`src/rtl/ram_arb_pkg.sv`:
```
// ram_arb_pkg: shared types and default widths for the data-RAM port arbiter
// and the RAM wrapper it drives.
package ram_arb_pkg;

  localparam int RAM_ADDR_W = 16;
  localparam int RAM_DATA_W = 32;
  localparam int RAM_RD_LAT = 1;

  typedef enum logic [1:0] {
    IDLE  = 2'd0,
    ISSUE = 2'd1,
    WAIT  = 2'd2,
    RESP  = 2'd3
  } ram_arb_state_t;

endpackage

```
`src/rtl/rr_arbiter2.sv`:
```
// rr_arbiter2: two-way request picker with a registered fairness pointer.
// Build option: define RAM_ARB_FIXED_PRIO_EN for fixed priority (m0 always
// wins a tie); in that build the pointer register is not present.
module rr_arbiter2 (
  input  logic       clock,
  input  logic       reset,
  input  logic [1:0] req,
  input  logic       update,
  input  logic       owner_m0,
  output logic [1:0] grant
);

`ifdef RAM_ARB_FIXED_PRIO_EN

  logic unused_inputs;
  assign unused_inputs = ^{clock, reset, update, owner_m0};

  // m0 wins whenever it asks; m1 only when m0 is quiet
  always_comb begin
    grant = 2'b00;
    if (req[0])
      grant = 2'b01;
    else if (req[1])
      grant = 2'b10;
  end

`else

  // prio_m1 set means m1 wins the next tie (m0 was served last)
  logic prio_m1;

  // pointer moves to the requester that was not just served
  always_ff @(posedge clock or posedge reset) begin
    if (reset)
      prio_m1 <= 1'b0;
    else if (update)
      prio_m1 <= owner_m0;
  end

  // a lone requester always wins; a tie goes to the favoured side
  always_comb begin
    grant = req;
    if (req == 2'b11)
      grant = prio_m1 ? 2'b10 : 2'b01;
  end

`endif

endmodule

```
`src/rtl/ram_port_arbiter.sv`:
```
// ram_port_arbiter: shares one data-RAM port between the processor data path
// (m0) and the loader/display reader (m1). Single-word req/ack transactions,
// read latency absorbed by a down-counter, read data returned on a shared bus.
// Build option: RAM_ARB_FIXED_PRIO_EN selects fixed priority (see rr_arbiter2).
//
// state | meaning
// IDLE  | wait for a request, latch winner's address/data/we
// ISSUE | RAM port driven; wren high for writes this cycle only
// WAIT  | count down the RAM read latency, capture ram_q on the last cycle
// RESP  | ack the owner, advance the fairness pointer, release the port
module ram_port_arbiter
  import ram_arb_pkg::*;
#(
  parameter int ADDR_W = RAM_ADDR_W,
  parameter int DATA_W = RAM_DATA_W,
  parameter int RD_LAT = RAM_RD_LAT
) (
  input  logic              clock,
  input  logic              reset,
  input  logic              m0_req,
  input  logic              m0_we,
  input  logic [ADDR_W-1:0] m0_addr,
  input  logic [DATA_W-1:0] m0_wdata,
  output logic              m0_ack,
  input  logic              m1_req,
  input  logic              m1_we,
  input  logic [ADDR_W-1:0] m1_addr,
  input  logic [DATA_W-1:0] m1_wdata,
  output logic              m1_ack,
  output logic [1:0]        gnt,
  output logic [DATA_W-1:0] rdata,
  output logic [ADDR_W-1:0] ram_address,
  output logic [DATA_W-1:0] ram_data,
  output logic              ram_wren,
  input  logic [DATA_W-1:0] ram_q
);

  localparam int CNT_W = (RD_LAT < 2) ? 1 : $clog2(RD_LAT + 1);
  localparam logic [CNT_W-1:0] CNT_LOAD = CNT_W'(RD_LAT);
  localparam logic [CNT_W-1:0] CNT_ONE  = CNT_W'(1);

  ram_arb_state_t   state, state_nxt;
  logic [1:0]       arb_grant;
  logic             arb_update;
  logic             we_q;
  logic [CNT_W-1:0] cnt;

  rr_arbiter2 u_arb (
    .clock    (clock),
    .reset    (reset),
    .req      ({m1_req, m0_req}),
    .update   (arb_update),
    .owner_m0 (gnt[0]),
    .grant    (arb_grant)
  );

  // state register
  always_ff @(posedge clock or posedge reset) begin
    if (reset)
      state <= IDLE;
    else
      state <= state_nxt;
  end

  // next state and pointer-update strobe
  always_comb begin
    state_nxt  = state;
    arb_update = 1'b0;
    case (state)
      IDLE:  if (|arb_grant) state_nxt = ISSUE;
      ISSUE: state_nxt = we_q ? RESP : WAIT;
      WAIT:  if (cnt == CNT_ONE) state_nxt = RESP;
      RESP: begin
        state_nxt  = IDLE;
        arb_update = 1'b1;
      end
      default: state_nxt = IDLE;
    endcase
  end

  // port latches, latency counter and read-data capture
  always_ff @(posedge clock or posedge reset) begin
    if (reset) begin
      gnt         <= 2'b00;
      ram_address <= '0;
      ram_data    <= '0;
      we_q        <= 1'b0;
      cnt         <= '0;
      rdata       <= '0;
    end else begin
      case (state)
        IDLE: begin
          if (|arb_grant) begin
            gnt         <= arb_grant;
            ram_address <= arb_grant[1] ? m1_addr  : m0_addr;
            ram_data    <= arb_grant[1] ? m1_wdata : m0_wdata;
            we_q        <= arb_grant[1] ? m1_we    : m0_we;
          end
        end
        ISSUE: cnt <= CNT_LOAD;
        WAIT: begin
          cnt <= cnt - CNT_ONE;
          if (cnt == CNT_ONE)
            rdata <= ram_q;
        end
        RESP: gnt <= 2'b00;
        default: gnt <= 2'b00;
      endcase
    end
  end

  // wren only in ISSUE; acks only in RESP, to the owner
  always_comb begin
    ram_wren = (state == ISSUE) && we_q;
    m0_ack   = (state == RESP) && gnt[0];
    m1_ack   = (state == RESP) && gnt[1];
  end

endmodule

```
`config.mk`:
```
export PLATFORM = sky130hd
export DESIGN_NAME = ram_port_arbiter
export DESIGN_NICKNAME = d
export VERILOG_FILES = /design/src/rtl/ram_arb_pkg.sv /design/src/rtl/rr_arbiter2.sv /design/src/rtl/ram_port_arbiter.sv
export SDC_FILE = /design/constraint.sdc
export NUM_CORES = 1
export LEC_CHECK = 0
export CAP_MARGIN = 20
export CORE_MARGIN = 2
export CORE_UTILIZATION = 42
export CTS_BUF_LIST = sky130_fd_sc_hd__clkbuf_8
export CTS_CLUSTER_DIAMETER = 50
export DETAILED_ROUTE_END_ITERATION = 12
export GPL_TIMING_DRIVEN = 0
export HOLD_SLACK_MARGIN = 0.08
export PLACE_DENSITY = 0.95
export SYNTH_ARGS = -nofsm -noshare
export SYNTH_HDL_FRONTEND = slang
export SYNTH_HIERARCHICAL = 1
export SYNTH_SLANG_ARGS = --single-unit
```
`constraint.sdc`:
```
create_clock -name clock -period 9.5 [get_ports clock]
set_clock_uncertainty 0.2 [all_clocks]
set_input_delay 2.375 -clock clock [delete_from_list [all_inputs] [get_ports clock]]
set_output_delay 2.375 -clock clock [all_outputs]
set_load 0.05 [all_outputs]
```
After elaboration in Yosys (flattened, before gate mapping)

Cells that the tools add are included.

Logic and storage cells: 39
Output and inout port bits: 85
Flip-flop bits (word level): 87

Reduce and logical (&&, ||, !) cells: 11
Add/subtract/negate cells: 1
Mux-type cells: 13
Equality and inequality tests: 6

Operators by type and width:

| cell                                                                   | count |
|---|---|
| 32-bit 2-to-1 mux                                                      | 1 |
| 16-bit 2-to-1 mux                                                      | 1 |
| 2-bit 2-to-1 mux                                                       | 5 |
| 2-bit one-hot mux with 4 select lines                                  | 1 |
| 2-bit AND reduction                                                    | 4 |
| 2-bit equality test (second input constant)                            | 3 |
| 2-bit inequality test (second input constant)                          | 2 |
| 2-bit one-hot mux with 2 select lines                                  | 1 |
| 2-bit nonzero test                                                     | 2 |
| 1-bit logical AND                                                      | 3 |
| 1-bit 2-to-1 mux                                                       | 3 |
| 2-bit by 1-bit equality test with 1-bit output (second input constant) | 1 |
| 2-bit zero test                                                        | 1 |
| 1-bit one-hot mux with 2 select lines                                  | 1 |
| 2-bit OR reduction                                                     | 1 |
| 1-bit subtractor (second input constant)                               | 1 |

Depth between registers and ports, before layout

Gate-level depths: netlist of the first run.

Word-level depth: 5
Gate-level depth with buffers: 8
Mapped depth without buffers: 5

Cells and area by module

The synthesis of the first run kept the hierarchy.

By module, submodules not included:

| module           | cells each | sequential area each (µm²) | area an instance (µm²) | times used |
|---|---|---|---|---|
| ram_port_arbiter | 313        | 2152.1                     | 3772.4                 | 1 |
| rr_arbiter2      | 7          | 25.0                       | 56.3                   | 1 |

Worst setup path after synthesis of the first run

Ideal clock, no wire load.

Path type: input to register
Start point: input port m0_req
End point: register state[1]
Cell stages on the path: 4
Slack: 5.682 ns
Required time: 9.175 ns
Buffers on the path: 0
Data arrival time: 3.494 ns
Cells stage by stage: a21boi_0 nor2_1 a21oi_1 mux2_2

Word-level cells in the longest chain between the ends: 5

Ends and longest elaborated chain:

| item                              | RTL line               | source |
|---|---|---|
| start: declaration                | ram_port_arbiter.sv:20 | `input logic m0_req,` |
| 2-bit equality test               | rr_arbiter2.sv:43      | `if (req == 2'b11)` |
| 2-bit 2-to-1 mux *                | rr_arbiter2.sv:43      |  |
| 2-bit OR reduction *              | ram_port_arbiter.sv:70 | `IDLE: if (\|arb_grant) state_nxt = ISSUE;` |
| 2-bit inequality test (no line) * | -                      |  |
| 2-bit AND reduction (no line) *   | -                      |  |
| end signal: assignment            | ram_port_arbiter.sv:62 | `state <= state_nxt;` |
| end: declaration                  | ram_port_arbiter.sv:42 | `ram_arb_state_t state, state_nxt;` |

Every way passes the cells marked *; elsewhere a longest branch is shown, timed or not.
A chain may end at the register's enable or synchronous reset.

Worst setup path in the final report of the first run

Start point: register state[1]
End point: output port m0_ack

Word-level cells in the longest chain between the ends: 2

Ends and longest elaborated chain:

| item                | RTL line                | source |
|---|---|---|
| 2-bit equality test | ram_port_arbiter.sv:115 | `m0_ack = (state == RESP) && gnt[0];` |
| 1-bit logical AND   | ram_port_arbiter.sv:115 |  |
| end: declaration    | ram_port_arbiter.sv:24  | `output logic m0_ack,` |

Every way passes these cells.

==> results of run 1 <==
==> power breakdown <==
group | leakage (nW) | switching (mW) | internal, mW
combinational | 1.58 | 0.908 | 0.520
sequential | 1.06 | 0.0954 | 0.552
clock | 0.107 | 0.127 | 0.128
==> cell usage in the layout (no fill, tap or decap), drive strengths merged <==
| master | Yosys | final |
|---|---|---|
| clkbuf | 4 | 14 |
| mux2i | 49 | 49 |
| a21oi | 1 | 1 |
| dfrtp | 87 | 87 |
| nor2b | 1 | 1 |
| buf | 15 | 16 |
| a211oi | 1 | 1 |
| and2 | 3 | 3 |
| a21boi | 2 | 2 |
| nor3 | 1 | 1 |
| a2bb2oi | 1 | 1 |
| o21ai | 51 | 51 |
| a21o | 1 | 1 |
| clkdlybuf4s50 | 0 | 218 |
| bufinv | 0 | 1 |
| ha | 5 | 5 |
| nor3b | 1 | 1 |
| inv | 6 | 7 |
| clkinv | 0 | 4 |
| a22o | 3 | 3 |
| nand2 | 51 | 51 |
| mux2 | 34 | 34 |
| nor2 | 3 | 3 |
==> logic make-up after synthesis <==
group	synth area share, %
compound gates	8.79
fa+ha+maj	1.63
buf+inv	3.63
flops	56.9
mux	22.8
simple gates	6.27
==> cell type report <==
type / count / area, µm² / share of cell area (%)
plain buffers: 19 / 116 / 1.83
clock buffers: 10 / 138 / 2.16
clock inverters: 6 / 61.3 / 0.962
inverters: 6 / 25.0 / 0.393
multi-input cells: 208 / 1510 / 23.7
flip-flops and latches: 87 / 2180 / 34.2
well taps: 108 / 135 / 2.12
repair buffers: 219 / 2210 / 34.7
==> worst reg2reg max path, stage by stage (launching register included) <==
cell and delay (ns):
sky130_fd_sc_hd__dfrtp_1 0.39, sky130_fd_sc_hd__a21boi_0 0.50, sky130_fd_sc_hd__nor2_1 0.15, sky130_fd_sc_hd__a21oi_1 0.25
sky130_fd_sc_hd__mux2_2 0.36
==> metrics by stage <==
| step | util [%] | power, mW | instances | cell area, µm² |
|---|---|---|---|---|
| floorplan | - | 1.58 | 320 | 3830 |
| global placement | 70.1 | 2.04 | 646 | 6150 |
| detailed placement | 70.5 | 2.09 | 647 | 6180 |
| CTS | 72.7 | 2.35 | 663 | 6370 |
| global route | 72.7 | 2.45 | 663 | 6370 |
| finish | 72.7 | 2.33 | 663 | 6370 |
==> flip-flops by register name, indices dropped and copies added (netlist names) <==
register / count
cnt: 1
ram_address: 16
ram_data: 32
rdata: 32
state: 2
we_q: 1
u_arb/prio_m1: 1
gnt: 2
==> worst max-delay path by stage <==
stage                  start      endpoint  slack (ns)  cells after the start
floorplan              reset           cnt        4.70                      1
global placement       reset  ram_data[23]        3.47                      2
detailed placement    m0_req      state[1]        5.02                      5
CTS                 state[1]        m0_ack        4.88                      3
global route        state[1]        m0_ack        4.78                      3
finish              state[1]        m0_ack        4.91                      3
==> per-layer routing <==
| metal | share of wire (%) | vias to the layer above | global-route usage (%) |
|---|---|---|---|
| met5 | 0 | - | 0 |
| met4 | 1.6 | 0 | 6.53 |
| met3 | 6.6 | 14 | 4.57 |
| met2 | 52 | 144 | 40.2 |
| met1 | 39 | 1577 | 25.8 |
| li1 | - | 1567 | - |
==> flow_metrics.tcl, run 1 <==
set metrics [dict create \
    outcome "complete, no violations" \
    worst_path_max_delay_cell "sky130_fd_sc_hd__clkdlybuf4s50_1" \
    place_worst_setup_slack_ns 5.02 \
    syn2layout_area_growth_pct 66.5 \
    first_iter_violations 63 \
    port_buffers 218 \
    synth.ff_latch_count 87 \
    worst-r2r-setup-slack_ns 7.53 \
    r2r_end "state[1]" \
    initial_utilization_pct 43.7 \
    slew-limit-headroom_pct 58.7 \
    antenna_left 0 \
    hold_buffers 0 \
    cap_viol_max_count 0 \
    post_route_cells_drive_above_1_share_pct 12.3 \
    finalWorstPathRequiredPeriod_ns 4.59 \
    synth_enable_flop_cells 0 \
    synthDominantAreaCellType "sky130_fd_sc_hd__dfrtp_1" \
    core_area_um2 8760 \
    htreeDepth 3 \
    min_to "we_q" \
    final_max_slew_viol_count 0 \
    final_hold_viol_count 0 \
    cts.sink_count 87 \
    timing.critical_path.to_type "output pin" \
    synth_cells 320 \
    rsz0062_at_grt "no" \
    power_per_cell_area_nw_per_um2 365 \
    crit-reg2reg-launch "u_arb/prio_m1" \
    synth-seq-area-share_pct 56.9 \
    grt_pass1_wl_mm 17.2 \
    track_usage_pct 21.9 \
    critPathMaxStageDelay_ns 0.81 \
    worst_ep_required_time_ns 6.93 \
    latest_clock_arrival_within_the_worst_skew_pair_ns 0.33 \
    cp_cell_sequence "ha_1 > and2_1 > clkdlybuf4s50_1" \
    placement_row_count 34 \
    asyncSetResetFlopFracSynth_pct 100 \
    route.final.wire_length_mm 10.8 \
    synth.top_cell.area_share_pct 56.9 \
    die_w_um 99.5 \
    max_freq_mhz 218 \
    number_of_distinct_library_cells_after_synthesis 26 \
    setup-violations-final 0 \
    startpoint_type "flop" \
    cts_root_buf "sky130_fd_sc_hd__clkbuf_8" \
    ys.flop_type "sky130_fd_sc_hd__dfrtp_1" \
    grt_antenna_before_repair 0 \
    synth_fp_nets 459 \
    num_vias 3302 \
    worstHoldPathType "flop to flop" \
    detailedPlacementHpwl_mm 8.54 \
    ir_worst_vdd_v 0.000191 \
    overflow_left_after_global_routing 0 \
    power.static_leakage_nw 2.75 \
    drc_errors 0 \
    grt_pass1_vias 3542 \
    worst-slew-pin-transition_ns 0.614 \
    synthesis.area_per_instance_um2 12.0 \
    syn-cell-area_um2 3830 \
    layout_setup_ws_ns 4.91 \
    critPathArrivalTime_ns 2.02 \
    height_of_the_chip_um 99.5 \
    io_pins 219 \
    synth_warn 6 \
    tritoncts "yes" \
    diodes 0 \
    die_area_um2 9900 \
    period_share_pct 48.4 \
    synthMostInstantiatedCell "sky130_fd_sc_hd__dfrtp_1" \
    post_synth_most_frequent_cells "87 x sky130_fd_sc_hd__dfrtp_1, 51 x sky130_fd_sc_hd__nand2_1, 49 x sky130_fd_sc_hd__mux2i_1" \
    hp-start "we_q" \
    clk_path_buf_depth 2 \
    crit_family "buffers and inverters" \
    drt_pass1_iterations 4 \
    tritoncts.num_buffers 9 \
    ys_top_cells_by_area "sky130_fd_sc_hd__dfrtp_1 57%, sky130_fd_sc_hd__mux2i_1 13%, sky130_fd_sc_hd__mux2_2 10%, sky130_fd_sc_hd__o21ai_0 6.0%, sky130_fd_sc_hd__nand2_1 5.0%" \
    drt-wirelength-per-cell_um 16.3 \
    post_cts.repair.setup_buffers 0 \
    crit_path_max_fanout 6 \
    replace_congestion 0.747 \
    depth_of_the_most_critical_reg_to_reg_path 4 \
    clk_pin_slew_worst_paths_ns 0.08 \
    final_nets 689 \
    crit_buf_inv 1 \
    holdWs_ns 0.277 \
    num-fill-cells 633 \
    worst_hold_path.num_cells 2 \
    maximum_number_of_pins_on_one_net_before_global_route_repair 59 \
    setup_total_negative_slack_ns 0 \
    avgViaCountPerCell 4.98 \
    post_cts_resized 0 \
    setup.worst_path.class "flop to output pin" \
]
Note: power is estimated with default switching activity, not from simulation.
==> run 2: changes to the inputs <==
--- a/config.mk
+++ b/config.mk
@@ -7,13 +7,13 @@
 export LEC_CHECK = 0
 export CAP_MARGIN = 20
 export CORE_MARGIN = 2
-export CORE_UTILIZATION = 42
+export CORE_UTILIZATION = 39
 export CTS_BUF_LIST = sky130_fd_sc_hd__clkbuf_8
 export CTS_CLUSTER_DIAMETER = 50
 export DETAILED_ROUTE_END_ITERATION = 12
 export GPL_TIMING_DRIVEN = 0
 export HOLD_SLACK_MARGIN = 0.08
-export PLACE_DENSITY = 0.95
+export PLACE_DENSITY = 0.93
 export SYNTH_ARGS = -nofsm -noshare
 export SYNTH_HDL_FRONTEND = slang
 export SYNTH_HIERARCHICAL = 1
==> constraint.sdc (replaced) <==
create_clock -name clock -period 4.5 [get_ports clock]
set_clock_uncertainty 0.2 [all_clocks]
set_input_delay 1.125 -clock clock [delete_from_list [all_inputs] [get_ports clock]]
set_output_delay 1.125 -clock clock [all_outputs]
set_load 0.05 [all_outputs]
==> flow_metrics.tcl, run 2 (synthesis gave the netlist of run 1 again) <==
set metrics [dict create \
    seqPwrFrac_pct 28.4 \
    power_per_cell_area_nw_per_um2 761 \
    setup-violations-final 0 \
    latest_clock_arrival_within_the_worst_skew_pair_ns 0.35 \
    startpoint_type "flop" \
    diodes 0 \
    detailedPlacementHpwl_mm 8.55 \
    post_route_cells_drive_above_1_share_pct 12.3 \
    worst-slew-pin-transition_ns 0.686 \
    slew-limit-headroom_pct 53.9 \
    leading_cell_types_in_the_layout_fill_and_taps_excluded "218 x sky130_fd_sc_hd__clkdlybuf4s50_1, 87 x sky130_fd_sc_hd__dfrtp_1, 51 x sky130_fd_sc_hd__nand2_1" \
    p_int_mw 2.46 \
    placement_row_count 36 \
    core_area_um2 9640 \
    placed_cells_incl_taps 672 \
    num_vias 3308 \
    power.net_switching_mw 2.39 \
    ir_worst_vdd_v 0.000379 \
    overflow_left_after_global_routing 0 \
    sw_frac_of_total_pct 49.3 \
    cts_root_buf "sky130_fd_sc_hd__clkbuf_8" \
    biggestRegsByFlops "ram_data: 32 flops, rdata: 32 flops, ram_address: 16 flops" \
    rsz0062_at_grt "no" \
    io_pins 219 \
    post_cts_resized 0 \
    fin_total_pwr_mw 4.85 \
    period_share_pct 75.6 \
    drt-wirelength-per-cell_um 15.7 \
    initial_utilization_pct 39.7 \
    outcome "complete, no violations" \
    final_nets 689 \
    hold_buffers 0 \
    cap_viol_max_count 0 \
    crit_path_max_fanout 6 \
    cts.sink_count 87 \
    worst_ep_required_time_ns 3.17 \
    die_area_um2 10600 \
    grt_pass1_wl_mm 16.6 \
    post_layout_nonfiller_instances 688 \
    drt_pass1_iterations 4 \
    max_freq_mhz 294 \
    replace_congestion 0.765 \
    tritoncts.num_buffers 9 \
    worstHoldPathType "flop to flop" \
    clk_path_buf_depth 2 \
    share_of_total_power_in_combinational_logic_pct 61.9 \
    critPathArrivalTime_ns 2.07 \
    maximum_number_of_pins_on_one_net_before_global_route_repair 50 \
    track_usage_pct 20.6 \
    route.final.wire_length_mm 10.8 \
    avgViaCountPerCell 4.81 \
    power.static_leakage_nw 2.73 \
    height_of_the_chip_um 103 \
    clk_pin_slew_worst_paths_ns 0.09 \
    finalWorstPathRequiredPeriod_ns 3.40 \
    final_hold_viol_count 0 \
    grt_pass1_vias 3393 \
    timing.critical_path.to_type "output pin" \
    port_buffers 218 \
    tritoncts "yes" \
    power_frac_clock_pct 9.7 \
    setup.worst_path.class "flop to output pin" \
    antenna_left 0 \
    syn2layout_area_growth_pct 66.4 \
    htreeDepth 3 \
    depth_of_the_most_critical_reg_to_reg_path 4 \
    grt_antenna_before_repair 0 \
    final_max_slew_viol_count 0 \
    drc_errors 0 \
    setup_total_negative_slack_ns 0 \
    worst_hold_path.num_cells 2 \
    holdWs_ns 0.283 \
    die_w_um 103 \
    post_cts.repair.setup_buffers 0 \
    first_iter_violations 58 \
    final_common_cell "sky130_fd_sc_hd__clkdlybuf4s50_1" \
]
run 2: cell count changes in the layout (fill, tap and decap cells not counted), sizes merged:
cell	before	now
clkbuf	14	13
bufinv	1	0
clkinv	4	6
run 2: power by group through the flow:
stage	logic (mW)	clock network (mW)	registers (mW)
6_report	3.00	0.472	1.38
2_1_floorplan	0.718	0	2.61
5_1_grt	3.18	0.523	1.42
3_5_place_dp	3.02	0	1.39
4_1_cts	3.03	0.486	1.38
3_3_place_gp	2.96	0	1.36
run 2: worst max-delay path: stages, from the launching register on:
cell and delay, ns:
sky130_fd_sc_hd__dfrtp_1 0.42, sky130_fd_sc_hd__ha_1 0.30, sky130_fd_sc_hd__and2_1 0.17, sky130_fd_sc_hd__clkdlybuf4s50_1 0.82
run 2: worst paths after layout:
path,from,to,slack (ns)
worst max-delay path,state[1],m1_ack,1.10
worst min-delay path,ram_address[14],ram_address[14],0.28
worst max register to register,u_arb/prio_m1,state[1],2.46
worst min register to register,ram_address[14],ram_address[14],0.28
max in group asynchronous,reset,ram_address[0],2.52
min in group asynchronous,reset,u_arb/prio_m1,0.79
run 2: routing by layer:
layer  part of all wire [%]  global-route usage [%]  vias up  routed length (µm)
met5                      0                       0        -                   0
met3                    9.7                    7.12       11                1040
met2                     51                    36.7      159                5470
met1                     38                    23.1     1572                4140
li1                       -                       -     1566                   -
met4                    1.4                    6.38        0                 150
run 2: layout make-up:
class,instances,area (µm²)
multi-input combinational,208,1510
tap,133,166
buffer,19,116
timing repair buffer,219,2210
sequential,87,2180
fill,738,3270
clock inverter,7,41.3
clock buffer,9,124
inverter,6,25.0
run 2: through the flow:
| stage | area [µm²] | setup slack [ns] | util, % |
|---|---|---|---|
| after floorplan | 3830 | 0.953 | - |
| after global placement | 6180 | -0.369 | 64.1 |
| after detailed placement | 6210 | 1.23 | 64.4 |
| after CTS | 6370 | 1.08 | 66.1 |
| after global routing | 6370 | 0.987 | 66.1 |
| final | 6370 | 1.10 | 66.1 |
